==> config.mk <==
export PLATFORM = sky130hd
export DESIGN_NAME = mario_physics
export DESIGN_NICKNAME = d
export VERILOG_FILES = /design/src/rtl/mario_pkg.sv /design/src/rtl/key_decode.sv /design/src/rtl/mario_physics.sv
export SDC_FILE = /design/constraint.sdc
export NUM_CORES = 1
export LEC_CHECK = 0
export CORE_AREA = 2 2 82 84
export DETAILED_ROUTE_END_ITERATION = 8
export DIE_AREA = 0 0 84 86
export GPL_ROUTABILITY_DRIVEN = 1
export PLACE_DENSITY = 0.92
export SYNTH_ARGS = -nofsm -noshare
export SYNTH_HDL_FRONTEND = slang
export SYNTH_SLANG_ARGS = --single-unit
==> constraint.sdc <==
create_clock -name frame_clk -period 9.6 [get_ports frame_clk]
set_input_delay 1.92 -clock frame_clk [delete_from_list [all_inputs] [get_ports frame_clk]]
set_output_delay 1.92 -clock frame_clk [all_outputs]
set_load 0.03 [all_outputs]
==> src/rtl/mario_pkg.sv <==
// Shared constants and types for the Mario physics block.
package mario_pkg;

  // USB HID keycodes for the controls
  localparam logic [7:0] KEY_A = 8'h04;
  localparam logic [7:0] KEY_D = 8'h07;
  localparam logic [7:0] KEY_W = 8'h1A;
  localparam logic [7:0] KEY_J = 8'h0D;

  // Vertical motion state, also exported to the sprite selector
  typedef enum logic [1:0] {
    GROUNDED = 2'd0,
    JUMPING  = 2'd1,
    FALLING  = 2'd2
  } air_state_t;

  // Velocities in pixels per frame
  localparam logic [3:0] GRAVITY  = 4'd1;
  localparam logic [3:0] TERM_VEL = 4'd8;
  localparam logic [3:0] WALK_MAX = 4'd3;
  localparam logic [3:0] RUN_MAX  = 4'd6;

  // Playfield limits for the sprite top-left corner
  localparam logic [9:0] X_MIN    = 10'd0;
  localparam logic [9:0] X_MAX    = 10'd624;
  localparam logic [9:0] Y_MIN    = 10'd16;
  localparam logic [9:0] GROUND_Y = 10'd400;
  localparam logic [9:0] X_START  = 10'd64;

  // Widen a 10-bit signed offset to the 11-bit position arithmetic
  function automatic logic [10:0] sext11(input logic [9:0] v);
    return {v[9], v};
  endfunction

endpackage

==> src/rtl/key_decode.sv <==
// Turns four HID keycode bytes into left/right/jump/run key bits.
// The run key is only decoded when MARIO_RUN_EN is defined; otherwise run stays 0.
module key_decode
  import mario_pkg::*;
(
  input  logic [31:0] keycode,
  output logic        left,
  output logic        right,
  output logic        jump,
  output logic        run
);

  // A key is pressed if any of the four report bytes carries its code
  always_comb begin
    left  = 1'b0;
    right = 1'b0;
    jump  = 1'b0;
    run   = 1'b0;
    for (int i = 0; i < 4; i++) begin
      if (keycode[8*i +: 8] == KEY_A) left  = 1'b1;
      if (keycode[8*i +: 8] == KEY_D) right = 1'b1;
      if (keycode[8*i +: 8] == KEY_W) jump  = 1'b1;
`ifdef MARIO_RUN_EN
      if (keycode[8*i +: 8] == KEY_J) run   = 1'b1;
`endif
    end
  end

endmodule

==> src/rtl/mario_physics.sv <==
// Per-frame movement of the Mario sprite: walking, jumping, falling, landing.
// Optional feature macro: MARIO_RUN_EN (J key raises the walk limit to RUN_MAX).
module mario_physics
  import mario_pkg::*;
(
  input  logic        frame_clk,
  input  logic        Reset,
  input  logic [31:0] keycode,
  input  logic [9:0]  jump_x_motion,
  input  logic [9:0]  jump_y_motion,
  output logic        jump_en,
  output logic        hit_ground,
  output logic [9:0]  pos_x,
  output logic [9:0]  pos_y,
  output logic [1:0]  air_state
);

  logic key_left, key_right, key_jump, key_run;

  air_state_t         state_q, state_d;
  logic [9:0]         pos_x_q, pos_x_d;
  logic [9:0]         pos_y_q, pos_y_d;
  logic signed [3:0]  x_vel_q, x_vel_d;
  logic [3:0]         vel_y_q, vel_y_d;
  logic               seen_motion_q, seen_motion_d;
  logic               zero_frame_q, zero_frame_d;
  logic               w_prev_q, w_prev_d;
  logic               jump_en_q, jump_en_d;
  logic               hit_ground_q, hit_ground_d;

  logic signed [3:0]  walk_max, x_target, x_vel_step;
  logic signed [10:0] x_sum, y_jump_sum;
  logic [10:0]        y_fall_sum;
  logic [3:0]         vel_inc, vel_fall;
  logic               w_rise;

  key_decode u_key_decode (
    .keycode (keycode),
    .left    (key_left),
    .right   (key_right),
    .jump    (key_jump),
    .run     (key_run)
  );

  // Horizontal: ramp x_vel toward the key target, then move and clamp to the walls
  always_comb begin
    walk_max = key_run ? $signed(RUN_MAX) : $signed(WALK_MAX);
    if (key_left && !key_right)      x_target = -walk_max;
    else if (key_right && !key_left) x_target = walk_max;
    else                             x_target = 4'sd0;

    if (x_vel_q < x_target)      x_vel_step = x_vel_q + 4'sd1;
    else if (x_vel_q > x_target) x_vel_step = x_vel_q - 4'sd1;
    else                         x_vel_step = x_vel_q;

    x_sum = $signed({1'b0, pos_x_q} + {{7{x_vel_step[3]}}, x_vel_step} + sext11(jump_x_motion));

    if (x_sum < $signed({1'b0, X_MIN})) begin
      pos_x_d = X_MIN;
      x_vel_d = 4'sd0;
    end else if (x_sum > $signed({1'b0, X_MAX})) begin
      pos_x_d = X_MAX;
      x_vel_d = 4'sd0;
    end else begin
      pos_x_d = x_sum[9:0];
      x_vel_d = x_vel_step;
    end
  end

  // Vertical state machine: jump trigger, upstream-driven ascent, gravity fall, landing
  always_comb begin
    state_d       = state_q;
    pos_y_d       = pos_y_q;
    vel_y_d       = vel_y_q;
    seen_motion_d = seen_motion_q;
    zero_frame_d  = zero_frame_q;
    jump_en_d     = 1'b0;
    hit_ground_d  = 1'b0;
    w_prev_d      = key_jump;
    w_rise        = key_jump && !w_prev_q;

    y_jump_sum = $signed({1'b0, pos_y_q} + sext11(jump_y_motion));
    vel_inc    = vel_y_q + GRAVITY;
    vel_fall   = (vel_inc > TERM_VEL) ? TERM_VEL : vel_inc;
    y_fall_sum = {1'b0, pos_y_q} + {7'd0, vel_fall};

    case (state_q)
      GROUNDED: begin
        if (w_rise) begin
          jump_en_d     = 1'b1;
          state_d       = JUMPING;
          seen_motion_d = 1'b0;
          zero_frame_d  = 1'b0;
        end
      end
      JUMPING: begin
        if (y_jump_sum < $signed({1'b0, Y_MIN})) begin
          pos_y_d = Y_MIN;
          vel_y_d = 4'd0;
          state_d = FALLING;
        end else begin
          pos_y_d = y_jump_sum[9:0];
          if (jump_y_motion != 10'd0) begin
            seen_motion_d = 1'b1;
          end else if (seen_motion_q || zero_frame_q) begin
            vel_y_d = 4'd0;
            state_d = FALLING;
          end else begin
            zero_frame_d = 1'b1;
          end
        end
      end
      FALLING: begin
        if (y_fall_sum >= {1'b0, GROUND_Y}) begin
          pos_y_d      = GROUND_Y;
          vel_y_d      = 4'd0;
          hit_ground_d = 1'b1;
          state_d      = GROUNDED;
        end else begin
          pos_y_d = y_fall_sum[9:0];
          vel_y_d = vel_fall;
        end
      end
      default: state_d = FALLING;
    endcase
  end

  // State and output registers; reset puts Mario standing at the start position
  always_ff @(posedge frame_clk or posedge Reset) begin
    if (Reset) begin
      state_q       <= GROUNDED;
      pos_x_q       <= X_START;
      pos_y_q       <= GROUND_Y;
      x_vel_q       <= 4'sd0;
      vel_y_q       <= 4'd0;
      seen_motion_q <= 1'b0;
      zero_frame_q  <= 1'b0;
      w_prev_q      <= 1'b0;
      jump_en_q     <= 1'b0;
      hit_ground_q  <= 1'b0;
    end else begin
      state_q       <= state_d;
      pos_x_q       <= pos_x_d;
      pos_y_q       <= pos_y_d;
      x_vel_q       <= x_vel_d;
      vel_y_q       <= vel_y_d;
      seen_motion_q <= seen_motion_d;
      zero_frame_q  <= zero_frame_d;
      w_prev_q      <= w_prev_d;
      jump_en_q     <= jump_en_d;
      hit_ground_q  <= hit_ground_d;
    end
  end

  assign jump_en    = jump_en_q;
  assign hit_ground = hit_ground_q;
  assign pos_x      = pos_x_q;
  assign pos_y      = pos_y_q;
  assign air_state  = state_q;

endmodule

* Word-level counts from Yosys, hierarchy flattened
Index checks and enable logic that the tools add are counted.
** Operators by class
- Add/sub/neg operators :: 7
- $lt $le $gt $ge :: 7
- Equal/unequal tests :: 22
- Muxes and demuxes :: 47
- Reductions and logical operators :: 15
** Operators by type and width (number)
- equality test 8 x 3 -> 1 bit, second input constant :: 8
- 2-to-1 mux 10 bit :: 4
- 2-to-1 mux 4 bit :: 10
- equality test 8 x 5 -> 1 bit, second input constant :: 4
- adder 10 x 11 -> 11 bit :: 2
- 2-to-1 mux 1 bit :: 22
- case mux 10 bit (2 select lines) :: 1
- 2-to-1 mux 2 bit :: 6
- != test 2 bit, second input constant :: 6
- adder 10 x 4 -> 11 bit :: 1
- adder 11 bit :: 1
- >= comparator 11 x 9 -> 1 bit, second input constant :: 1
- > comparator 11 bit, second input constant :: 1
- less-than comparator 11 x 1 -> 1 bit, second input constant :: 1
- less-than comparator 11 x 6 -> 1 bit, second input constant :: 1
- nonzero test 10 bit :: 1
- case mux 4 bit (2 select lines) :: 1
- AND reduction 4 bit :: 2
- != test 3 bit, second input constant :: 2
- case mux 2 bit (3 select lines) :: 1
- AND reduction 5 bit :: 1
- adder 4 x 1 -> 4 bit, second input constant :: 1
- adder 4 x 2 -> 4 bit, second input constant :: 1
- > comparator 4 bit :: 1
- other kinds (12) :: 18
** Word-level totals
- Flip-flop bits (word level) :: 35
- Bits of input ports :: 54
- Output and inout port bits :: 24
- Logic and storage cells :: 108

* Depth between registers and ports, before layout
- Depth after elaboration :: 17
- Depth in mapped cells :: 27
- Gate-level depth less buffers :: 27

* By module
Synthesis repeated with hierarchy kept, for this count alone.
** Unflattened totals
- Cells, all modules :: 408
- Area, all modules :: 3692.3 µm²
** By module, submodules not included
- mario_physics :: instances 1, cells an instance 373, area each 3438.3 µm², sequential area each 880.8 µm²
- key_decode :: instances 1, cells an instance 35, area each 254.0 µm², sequential area each 0.0 µm²

* Worst setup path before layout
Ideal clock, no wire load.
- Path kind :: in2reg
- From :: input keycode[7]
- To :: register x_vel_q[2]
- Setup time :: 0.076 ns
- Arrival :: 6.726 ns
- Data required time :: 9.524 ns
- Setup slack :: 2.798 ns
- Stages :: 24
- Path buffers :: 0
- Cells stage by stage :: nor3_1 -> nand3_1 -> or3_1 -> o31ai_1 -> a221oi_1 -> ha_1 -> inv_1 -> ha_1 -> nor2b_1 -> o21ai_0 -> a31oi_1 -> o21ai_0 -> xnor2_1 -> inv_1 -> fa_1 -> ha_1 -> nor2b_1 -> o21ai_0 -> a21oi_1 -> o21a_1 -> or3_1 -> a222oi_1 -> o21ai_0 -> nor2b_1
** Between the ends
- Cells in the longest elaborated chain, start to end :: 17
- Elaborated cells between the ends (all ways) :: 26
- Classes of those cells :: add/sub: 2; order compare: 4; eq/ne: 2; mux: 14; reduce/logical: 4
** RTL lines
- start, declared :: RTL line mario_physics.sv:8 : input logic [31:0] keycode,
- equality test 8 x 3 -> 1 bit :: RTL line key_decode.sv:20 : if (keycode[8*i +: 8] == KEY_A) left = 1'b1;
- 2-to-1 mux 1 bit (4 in series) :: RTL line key_decode.sv:20
- logical NOT 1 bit :: RTL line mario_physics.sv:49 : else if (key_right && !key_left) x_target = walk_max;
- logical AND 1 bit :: RTL line mario_physics.sv:49
- 2-to-1 mux 2 bit :: RTL line mario_physics.sv:49
- 2-to-1 mux 4 bit * :: RTL line mario_physics.sv:48 : if (key_left && !key_right) x_target = -walk_max;
- > comparator 4 bit :: RTL line mario_physics.sv:53 : else if (x_vel_q > x_target) x_vel_step = x_vel_q - 4'sd1;
- 2-to-1 mux 4 bit :: RTL line mario_physics.sv:53
- 2-to-1 mux 4 bit * :: RTL line mario_physics.sv:52 : if (x_vel_q < x_target) x_vel_step = x_vel_q + 4'sd1;
- adder 10 x 11 -> 11 bit :: RTL line mario_physics.sv:56 : x_sum = $signed({1'b0, pos_x_q} + {{7{x_vel_step[3]}}, x_vel_step} + sext11(jump_x_motion));
- adder 11 bit :: RTL line mario_physics.sv:56
- > comparator 11 bit :: RTL line mario_physics.sv:61 : end else if (x_sum > $signed({1'b0, X_MAX})) begin
- 2-to-1 mux 4 bit :: RTL line mario_physics.sv:61
- 2-to-1 mux 4 bit * :: RTL line mario_physics.sv:58 : if (x_sum < $signed({1'b0, X_MIN})) begin
- net x_vel_d[2] :: RTL line mario_physics.sv:23 : logic signed [3:0] x_vel_q, x_vel_d;
- end signal, assigned :: RTL line mario_physics.sv:145 : x_vel_q <= x_vel_d;
- end, declared :: RTL line mario_physics.sv:23
The timed path passes the listed nets; every way through them passes the cells marked *.
A chain may end at the register's enable or synchronous reset.

* Final worst setup path
- From :: input keycode[7]
- To :: register x_vel_q[3]
Same word-level chain as after synthesis.

==> metrics.cfg <==
[run_status]
status = completed

[clock_tree]
cts_hold_buf = 0
clkTransAtPathRegs_ns = 0.08
cts_tree = done
postCtsSetupRepairBufs = 0
cts_resized = 0
cts_buffers = 5
insertion_delay_ns = 0.29
clockRootBuffer = clkbuf_8
h-tree-depth = 2
tritoncts_num_sinks = 35
cts.path.max_buffers = 2

[synth]
netlist-cell-type-count = 57
synth_nets = 505
yosysSeqAreaShare_pct = 25.4
synthCells = 401
ys.flop_type = dfrtp_1
async_reset_ff_share_pct = 100
synth_edf_count = 0
synth_area_um2 = 3470
ys_ff_latch = 35
yosysWarnings = 0
syn_avg_cell_area_um2 = 8.66

[placed_design]
dpl_cell_area_um2 = 4340
placed_cells = 554
place_ws_ns = 1.65
gp_congestion = 0.852
dp_hpwl_um = 6990
io_buffer_count = 77

[finish]
nFillCells = 492
drive_gt1_share_pct = 4.74
fin_area_um2 = 4430
final_nets = 588
area_delta_synth_final_pct = 27.6
final_cells = 562
insertedDiodeCount = 0

[floorplan]
initial_utilization_pct = 55.3
fp.dieW_um = 84
num_io_pins = 78
rows = 29
coreArea_um2 = 6280
die_h_um = 86
design.die.area_um2 = 7220

[timing]
fmax_mhz = 128
relSlewSlack_pct = 54.7
skew_ns = 0.00956
finalCriticalPeriod_ns = 7.82
worst_pin_slew_ns = 0.662
setup_viol = 0
tns_ns = 0
slew_violations = 0
hold_viol_final = 0
setup_ws_ns = 1.78
fin_crit_sh_pct = 81.4
rsz0062_at_grt = no

[drt]
vias_per_cell = 5.93
drc_errors = 0
wl_per_cell_um = 15.6
firstDrtPassIters = 4
dr.first_iter.drc_count = 191
detail_route.wirelength_um = 8750
dr_total_vias = 3335
postRouteAntennaNets = 0

[grt]
antenna_found_initial = 0
grt-ovfl-total = 0
grt_start_max_net_pins = 36
grt_first_pass_wirelength_um = 15200
first_global_vias = 3454
grt_usage_pct = 25.3

[min_path]
holdCritPathClass = flip-flop to flip-flop
worstHoldPathCells = 2

[worst_setup_path]
worstSetupPathType = input port to flip-flop
arrival_ns = 8.03
crit_fanout = 7
ff2ff_setup_slack_ns = 4.39
crit_required_ns = 9.81
cp-end-kind = flip-flop
reg2regPathDepth = 16
startpoint_type = input port

[job]
cap_violations = 0

[cell usage after synthesis (7+ instances only)]
library cell / n / share of area, %
and3_1: 10 / 1.8
nor3_1: 9 / 1.3
ha_1: 36 / 13
xnor2_1: 12 / 3.0
inv_1: 38 / 4.1
o21ai_0: 27 / 3.9
dfrtp_1: 31 / 22
a21o_1: 9 / 1.9
nor2_1: 40 / 4.3
fa_1: 14 / 8.1
nand3_1: 12 / 1.7
xor2_1: 7 / 1.8
nand2_1: 19 / 2.1
nor2b_1: 8 / 1.4
a21oi_1: 30 / 4.3
nand4_1: 8 / 1.4
a31oi_1: 7 / 1.3
[worst paths after layout]
check,from,endpoint
min in group asynchronous,Reset,pos_x[1]
min,pos_y[7],pos_y[7]
max in group asynchronous,Reset,pos_y[7]
max,keycode[7],x_vel_q[3]
max reg2reg,x_vel_q[1],x_vel_q[3]
min reg2reg,pos_y[7],pos_y[7]
[critical path: stages]
cell and delay (ns):
clkdlybuf4s50_1 0.42, nor3_1 0.25, nand3_1 0.13, or3_1 0.33, o31ai_1 0.07, a221oi_1 0.09
ha_1 0.29, inv_1 0.04, ha_1 0.17, nor2b_1 0.10, o21ai_0 0.08, a31oi_1 0.45
o21ai_0 0.22, xnor2_1 0.32, inv_1 0.26, fa_1 0.49, ha_1 0.35, a21oi_1 0.13
o21a_1 0.18, o21ai_0 0.36, a2111oi_0 0.24, nor3_1 0.54, o21ai_0 0.37, nor2_1 0.21
[area by class of cell]
type	count	area [um2]	share of cell area [%]
clock buffers	7	86.3	1.95
clock inverters	1	5.00	0.113
inverters	38	143	3.22
multi-input cells	325	2430	54.9
flip-flops and latches	35	881	19.9
well taps	77	96.3	2.17
repair buffers	79	786	17.7
[cell usage in the layout, fill, tap and decap left out, types with 4 or more instances in the layout]
cell and count:
nand4_1 8, nor4_1 4, nor3_1 9, o21a_1 5, nor2b_1 8, a21o_1 9, nor2_1 40, a31oi_1 7
o31ai_1 4, clkdlybuf4s50_1 77, a21oi_1 30, clkbuf_8 6, nand3_1 12, and3_1 10, o21ai_0 27, or3_1 4
nand2_1 19, xnor2_1 12, dfrtp_1 31, nor3b_1 4, mux2i_1 4, ha_1 36, inv_1 38, fa_1 14
dfstp_2 4, xor2_1 7
[stage by stage]
step	util (%)	hold WS, ns
2_1_floorplan	-	0.512
4_1_cts	70.6	0.570
5_1_grt	70.6	0.586
3_3_place_gp	69.1	0.531
6_report	70.6	0.572
3_5_place_dp	69.1	0.555
[metal layers]
metal | track usage [%] | share of wire [%] | vias up
met4 | 7.62 | 1.3 | 0
met2 | 46.1 | 52 | 125
met5 | 0 | 0 | -
met3 | 3.56 | 5.6 | 13
li1 | - | - | 1629
met1 | 31.1 | 41 | 1568
[kinds of logic (layout without fill, tap and decap cells)]
logic type / count (synthesis) / in the layout / share of synthesized area [%]
AOI/OAI and AO/OA: 116 / 116 / 22.4
xor gates and xnor gates: 19 / 19 / 4.79
adders and majority gates: 50 / 50 / 21.0
buffers and inverters: 41 / 125 / 4.50
DFF: 35 / 35 / 25.4
muxes: 7 / 7 / 2.45
and+or+nand+nor: 133 / 133 / 19.5
[state kept, by name, indices dropped and copies added, names as in the netlist, 2 cells and up]
name and count:
vel_y_q 4, pos_x 10, air_state 2, x_vel_q 4
pos_y 10
Power is left out: the tool's default activity adds up to more than one toggle a clock period on the data nets, which glitch-free logic cannot reach.
